===== src/rtl/signed_addsub_8.sv =====
// signed_addsub_8
//   Registered two's-complement adder/subtractor: res = (+/-)A (+/-)B.
//   The two operand negations become XOR conditioning plus carry-in
//   corrections into a single (N+2)-bit adder. The wrapped N-bit result and
//   a signed-overflow flag are registered, so they appear one cycle later.
//
// Ports
//   clk         system clock, rising edge
//   rst         asynchronous active-high reset; clears res_signed and ovf
//   a, b        signed N-bit operands
//   sign        sign[1] negates A, sign[0] negates B
//   res_signed  registered result, wrapped modulo 2^N
//   ovf         registered flag: exact result outside the N-bit signed range

// Per-operand conditioning. This stage forms the one's complement when the
// operand is negated, then sign-extends it to N+2 bits. The missing +1 is
// supplied later as a carry-in.
module addsub_operand_cond #(
  parameter int N = 8
) (
  input  logic [N-1:0] opnd,
  input  logic         neg,
  output logic [N+1:0] cond
);
  logic [N-1:0] inv;

  assign inv  = opnd ^ {N{neg}};
  assign cond = {{2{inv[N-1]}}, inv};
endmodule

module signed_addsub_8 #(
  parameter int N = 8
) (
  input  logic         clk,
  input  logic         rst,
  input  logic [N-1:0] a,
  input  logic [N-1:0] b,
  input  logic [1:0]   sign,
  output logic [N-1:0] res_signed,
  output logic         ovf
);
  // Index 1 is A and index 0 is B, so that sign[i] lines up with the operand
  // it negates.
  logic [1:0][N-1:0] ops;
  logic [1:0][N+1:0] cond;
  logic [N+1:0]      cin;
  logic [N+1:0]      sum;
  logic              ovf_next;

  assign ops = {a, b};

  for (genvar i = 0; i < 2; i++) begin : g_op
    addsub_operand_cond #(.N(N)) u_cond (
      .opnd (ops[i]),
      .neg  (sign[i]),
      .cond (cond[i])
    );
  end

  // Both +1 corrections are folded into one small constant:
  // sign[1] + sign[0] = {and, xor}, which is at most 2.
  assign cin = {{N{1'b0}}, sign[1] & sign[0], sign[1] ^ sign[0]};

  // The exact result lies in -2^N..2^N, so N+2 bits never wrap.
  assign sum = cond[1] + cond[0] + cin;

  // The result fits in N signed bits only when the top three bits agree.
  assign ovf_next = !((sum[N+1:N-1] == 3'b000) || (sum[N+1:N-1] == 3'b111));

  always_ff @(posedge clk or posedge rst) begin
    if (rst) begin
      res_signed <= '0;
      ovf        <= 1'b0;
    end else begin
      res_signed <= sum[N-1:0];
      ovf        <= ovf_next;
    end
  end
endmodule


===== config.mk =====
export PLATFORM = sky130hd
export DESIGN_NAME = signed_addsub_8
export DESIGN_NICKNAME = d
export VERILOG_FILES = /design/src/rtl/signed_addsub_8.sv
export SDC_FILE = /design/constraint.sdc
export NUM_CORES = 1
export LEC_CHECK = 0
export CAP_MARGIN = 25
export CORE_MARGIN = 2
export CORE_UTILIZATION = 51
export CTS_BUF_LIST = sky130_fd_sc_hd__clkbuf_8
export CTS_CLUSTER_SIZE = 40
export DETAILED_ROUTE_END_ITERATION = 10
export GPL_TIMING_DRIVEN = 0
export HOLD_SLACK_MARGIN = 0.12
export PLACE_DENSITY = 0.95
export SETUP_SLACK_MARGIN = 0.4
export SKIP_LAST_GASP = 1
export SYNTH_ARGS = -nofsm -noshare
export SYNTH_HDL_FRONTEND = slang
export SYNTH_SLANG_ARGS = --single-unit

===== constraint.sdc =====
create_clock -name clk -period 1.2 [get_ports clk]
set_input_delay 0.24 -clock clk [delete_from_list [all_inputs] [get_ports clk]]
set_output_delay 0.24 -clock clk [all_outputs]
set_load 0.03 [all_outputs]

Word-level counts from Yosys, hierarchy flattened
Cells that the tools add are included.
{"block": "totals", "mem_bits_rw": 0, "rom_bits": 0, "output_inout_bits": 9, "wordCells": 12, "ff_bits": 9, "inputBits": 20, "latch_bits": 0, "memories": 0}
{"block": "classes", "n_eq_ne": 1, "bitwise_logic": 4, "shifts": 0, "reduce_logical": 3, "muxes": 0, "addsub": 2, "multipliers": 0, "order_cmp": 0, "div_mod_pow": 0}
{"op": "8-bit bitwise XOR", "count": 2}
{"op": "9-bit by 3-bit adder with 10-bit output", "count": 1}
{"op": "8-bit by 8-bit adder with 9-bit output", "count": 1}
{"op": "3-bit == test, second input constant", "count": 1}
{"op": "3-bit zero test", "count": 1}
{"op": "1-bit bitwise AND", "count": 1}
{"op": "1-bit zero test", "count": 1}
{"op": "1-bit logical OR", "count": 1}
{"op": "1-bit bitwise XOR", "count": 1}

Longest topological paths before layout
{"block": "logic_depth", "word_depth": 6, "depth_mapped": 13, "mapped_depth_nobuf": 13}

Modules after synthesis
A second synthesis with hierarchy kept.
{"block": "unflattened", "cells_unflattened": 102, "hier_area_um2": 988.4}
{"module": "signed_addsub_8", "seq_area_each_um2": 225.2, "cells_per_inst": 80, "area_per_inst_um2": 795.8, "n_inst": 1}
{"module": "addsub_operand_cond", "seq_area_each_um2": 0.0, "cells_per_inst": 11, "area_per_inst_um2": 96.3, "n_inst": 2}

Least setup slack after synthesis
OpenSTA, ideal clock, no wires.
{"block": "synth_path", "kind": "input -> register", "from": "input sign[0]", "to": "register ovf", "required_time_ns": 1.066, "t_arrival_ns": 2.931, "setup_ns": 0.134, "stages": 13, "slack_ns": -1.865, "n_path_buf": 1, "path_cell_list": "clkbuf_1 > xnor2_1 > fa_1 > inv_1 > ha_1 > inv_1 > fa_1 > nor2b_4 > o31a_1 > or4_1 > a21boi_1 > o31a_1 > o32ai_1"}
{"block": "synth_via", "elab_chain_len": 6, "word_cells_on_any_way": 9, "cone_classes": "add/sub: 2; eq/ne: 1; bitwise: 3; reduce/logical: 3"}
{"element": "start: declaration", "line_no": "38", "source": "input logic [1:0] sign,"}
{"element": "8-bit bitwise XOR", "line_no": "27", "source": "assign inv = opnd ^ {N{neg}};"}
{"element": "8-bit by 8-bit adder with 9-bit output", "line_no": "65", "source": "assign sum = cond[1] + cond[0] + cin;"}
{"element": "9-bit by 3-bit adder with 10-bit output (*)", "line_no": "65"}
{"element": "3-bit == test or 3-bit zero test (tied branches)", "line_no": "68", "source": "assign ovf_next = !((sum[N+1:N-1] == 3'b000) || (sum[N+1:N-1] == 3'b111));"}
{"element": "1-bit logical OR (*)", "line_no": "68"}
{"element": "1-bit zero test (*)", "line_no": "68"}
{"element": "named net ovf_next", "line_no": "48", "source": "logic ovf_next;"}
{"element": "end signal: assignment", "line_no": "76", "source": "ovf <= ovf_next;"}
{"element": "end: declaration", "line_no": "40", "source": "output logic ovf"}
The timed path passes the listed nets; every way through them passes the cells marked *.

Worst setup path after layout
{"block": "layout_path", "from": "input a[3]", "to": "register ovf"}
{"block": "layout_via", "elab_chain_len": 6, "word_cells_on_any_way": 7, "cone_classes": "add/sub: 2; eq/ne: 1; bitwise: 1; reduce/logical: 3"}
{"element": "start: declaration", "line_no": "36", "source": "input logic [N-1:0] a,"}
{"element": "8-bit bitwise XOR (*)", "line_no": "27"}
{"element": "8-bit by 8-bit adder with 9-bit output (*)", "line_no": "65"}
{"element": "9-bit by 3-bit adder with 10-bit output (*)", "line_no": "65"}
{"element": "3-bit == test or 3-bit zero test (tied branches)", "line_no": "68"}
{"element": "1-bit logical OR (*)", "line_no": "68"}
{"element": "1-bit zero test (*)", "line_no": "68"}
{"element": "named net ovf_next", "line_no": "48"}
Marked as above.

==> results.sh <==
export IMPL_status="finished with violations"
export IMPL_violations="negative setup slack"
export IMPL_drive_gt1_share_pct=41.38
export IMPL_yosys_warnings=0
export IMPL_endpoint_kind="register"
export IMPL_mostFrequentLayoutCells="buf_6 (18), ha_1 (12), xor2_1 (11), clkdlybuf4s50_1 (11)"
export IMPL_syn_num_nets=134
export IMPL_path_clk_slew_ns=0.05
export IMPL_dr_pass1_iters=4
export IMPL_synth_seq_cells=9
export IMPL_synthTopCellsByArea="dfrtp_1 (25%), ha_1 (20%), xor2_1 (12%), xnor2_1 (6.7%), fa_1 (6.5%)"
export IMPL_vdd_drop_max_mv=1.065
export IMPL_io_pins=29
export IMPL_synth_area_per_cell_um2=9.553
export IMPL_start_util_pct=53.70
export IMPL_cts_buffers=3
export IMPL_htree_levels=1
export IMPL_slew_violations=0
export IMPL_relSlewSlack_pct=73.58
export IMPL_cts_path_max_buffers=2
export IMPL_grt_ovfl_total=0
export IMPL_synth_seq_area_share_pct=24.56
export IMPL_grt_pass1_wl_um=4995
export IMPL_gr_usage_all_layers_pct=35.54
export IMPL_mostFrequentLayoutCell="buf_6"
export IMPL_drc_errors=0
export IMPL_crit_arrival_ns=2.97
export IMPL_synth_cells=96
export IMPL_post_dp_hpwl_um=1642
export IMPL_critPathLaunchType="primary input"
export IMPL_grt_max_degree=10
export IMPL_coreArea_mm2=0.001708
export IMPL_setup_tns_ns=-7.993
export IMPL_die_area_mm2=0.002153
export IMPL_postCtsHoldBufs=0
export IMPL_tightest_slew_ns=0.3922
export IMPL_fmax_ghz=0.3499
export IMPL_power_density_mw_per_mm2=1777
export IMPL_fin_ws_ns=-1.658
export IMPL_antenna_left=0
export IMPL_cts_tree="yes"
export IMPL_timing_critical_path_to="ovf"
export IMPL_syn_cell_area_um2=917.1
export IMPL_cp_data_required_time_ns=1.31
export IMPL_synthArstFlopShare_pct=100.0
export IMPL_synth_edf_count=0
export IMPL_yosys_area_top_type="dfrtp_1"
export IMPL_clockRootBuffer="clkbuf_8"
export IMPL_wl_per_cell_um=25.92
export IMPL_io_buffers=28
export IMPL_dieWidth_um=46.41
export IMPL_startpoint="a[3]"
export IMPL_fill_cells=37
export IMPL_die_y_um=46.41
export IMPL_cap_violations=0
export IMPL_cp_max_fo=4
export IMPL_areaGrowthSynthToFinish_pct=78.31
export IMPL_wirelength_um=4407
export IMPL_min_path_type="in2async"
export IMPL_nets=184
export IMPL_period_minus_slack_ns=2.858
export IMPL_dp_slack_ns=-2.149
export IMPL_fin_crit_sh_pct=238.2
export IMPL_grt_pass1_vias=1031
export IMPL_antenna_found_initial=0
export IMPL_viasPerCell=6.453
export IMPL_synth_main_ff_cell="dfrtp_1"
export IMPL_hold_violations=0
export IMPL_drt_iter0_drc=64
export IMPL_dr_total_vias=1097
export IMPL_synth_distinct_cells=24
export IMPL_rsz0062_at_grt="true"
export IMPL_p_leak_nw=0.7539
export IMPL_dp_cells=149
export IMPL_cts_sinks=9
export IMPL_finalSetupViolations=8
export IMPL_path_class="in2reg"
export IMPL_diodes=0
export IMPL_gp_congestion=0.7478
export IMPL_yosysTopAreaCellShare_pct=24.56
export IMPL_finalNonFillerCells=170
export IMPL_rows=15
-- how the worst min path moves through the flow --
| stage | from | endpoint |
|---|---|---|
| 3_3_place_gp | rst | res_signed[0] |
| 5_1_grt | rst | res_signed[3] |
| 6_report | rst | res_signed[3] |
| 3_5_place_dp | rst | res_signed[4] |
| 2_1_floorplan | rst | ovf |
| 4_1_cts | rst | res_signed[4] |
-- routing by layer --
layer / part of all wire (%) / vias up / GRT usage, %
met3: 10 / 43 / 9.020
met2: 49 / 136 / 57.78
met4: 8.0 / 0 / 25.71
met1: 32 / 495 / 39.71
met5: 0 / - / 0
li1: - / 423 / -
-- state kept, by name, summed over array words and instances, names as in the netlist --
signal	flops
ovf	1
res_signed	8
-- cells by family (layout without fill, tap and decap cells) --
family	count (synthesis)	after routing	synth area share, %
muxes	1	1	1.091
xor gates and xnor gates	20	20	19.10
DFF	9	9	24.56
buffers and inverters	13	62	5.321
and+or+nand+nor	12	12	6.956
AOI/OAI and AO/OA	23	23	15.96
adders and majority gates	18	18	27.01
-- power by group --
group	internal [mW]	total, mW	switching [mW]
Sequential	0.449	0.529	0.0798
Combinational	0.934	2.01	1.08
Clock	0.224	0.362	0.138
-- cells in the mapped netlist, types with 2 or more instances --
cell	number
clkbuf_1	2
xor2_1	13
xnor2_1	7
fa_1	3
o31a_1	2
ha_1	15
nor2_1	3
a211oi_1	2
dfrtp_1	9
o21a_1	2
o21ai_0	6
nand2_1	4
o21bai_1	2
inv_1	11
a21oi_1	6
-- through the flow --
stage	hold slack [ns]	cell area [um^2]	util, %	total power [mW]
2_1_floorplan	0.06792	996.0	-	1.397
6_report	0.2669	1635	95.75	2.905
3_5_place_dp	0.5070	1308	76.56	1.892
4_1_cts	0.2623	1528	89.45	2.459
3_3_place_gp	0.4996	1308	76.56	1.819
5_1_grt	0.3020	1635	95.75	2.975
-- critical path: stages --
cell,delay [ns]
clkdlybuf4s50_1,0.48
xor2_1,0.20
ha_1,0.27
ha_1,0.42
nor2b_4,0.19
o31a_1,0.27
buf_6,0.14
o21a_4,0.22
nor2_4,0.14
mux2i_1,0.28
o32ai_2,0.12
-- cell type report --
| class | count | area, um^2 | area share, % |
|---|---|---|---|
| Timing Repair Buffer | 45 | 449.2 | 27.47 |
| Tap cell | 25 | 31.28 | 1.913 |
| Sequential cell | 9 | 225.2 | 13.77 |
| Buffer | 2 | 38.79 | 2.372 |
| Clock buffer | 3 | 41.29 | 2.525 |
| Inverter | 11 | 41.29 | 2.525 |
| Clock inverter | 1 | 3.754 | 0.2295 |
| Multi-Input combinational cell | 74 | 804.5 | 49.20 |
-- timing repair --
action	CTS	global route
pin swaps	16	15
setup buffers	11	6
resized for setup	99	19
setup endpoints to repair	18	18
(Power assumes the default switching activity.)
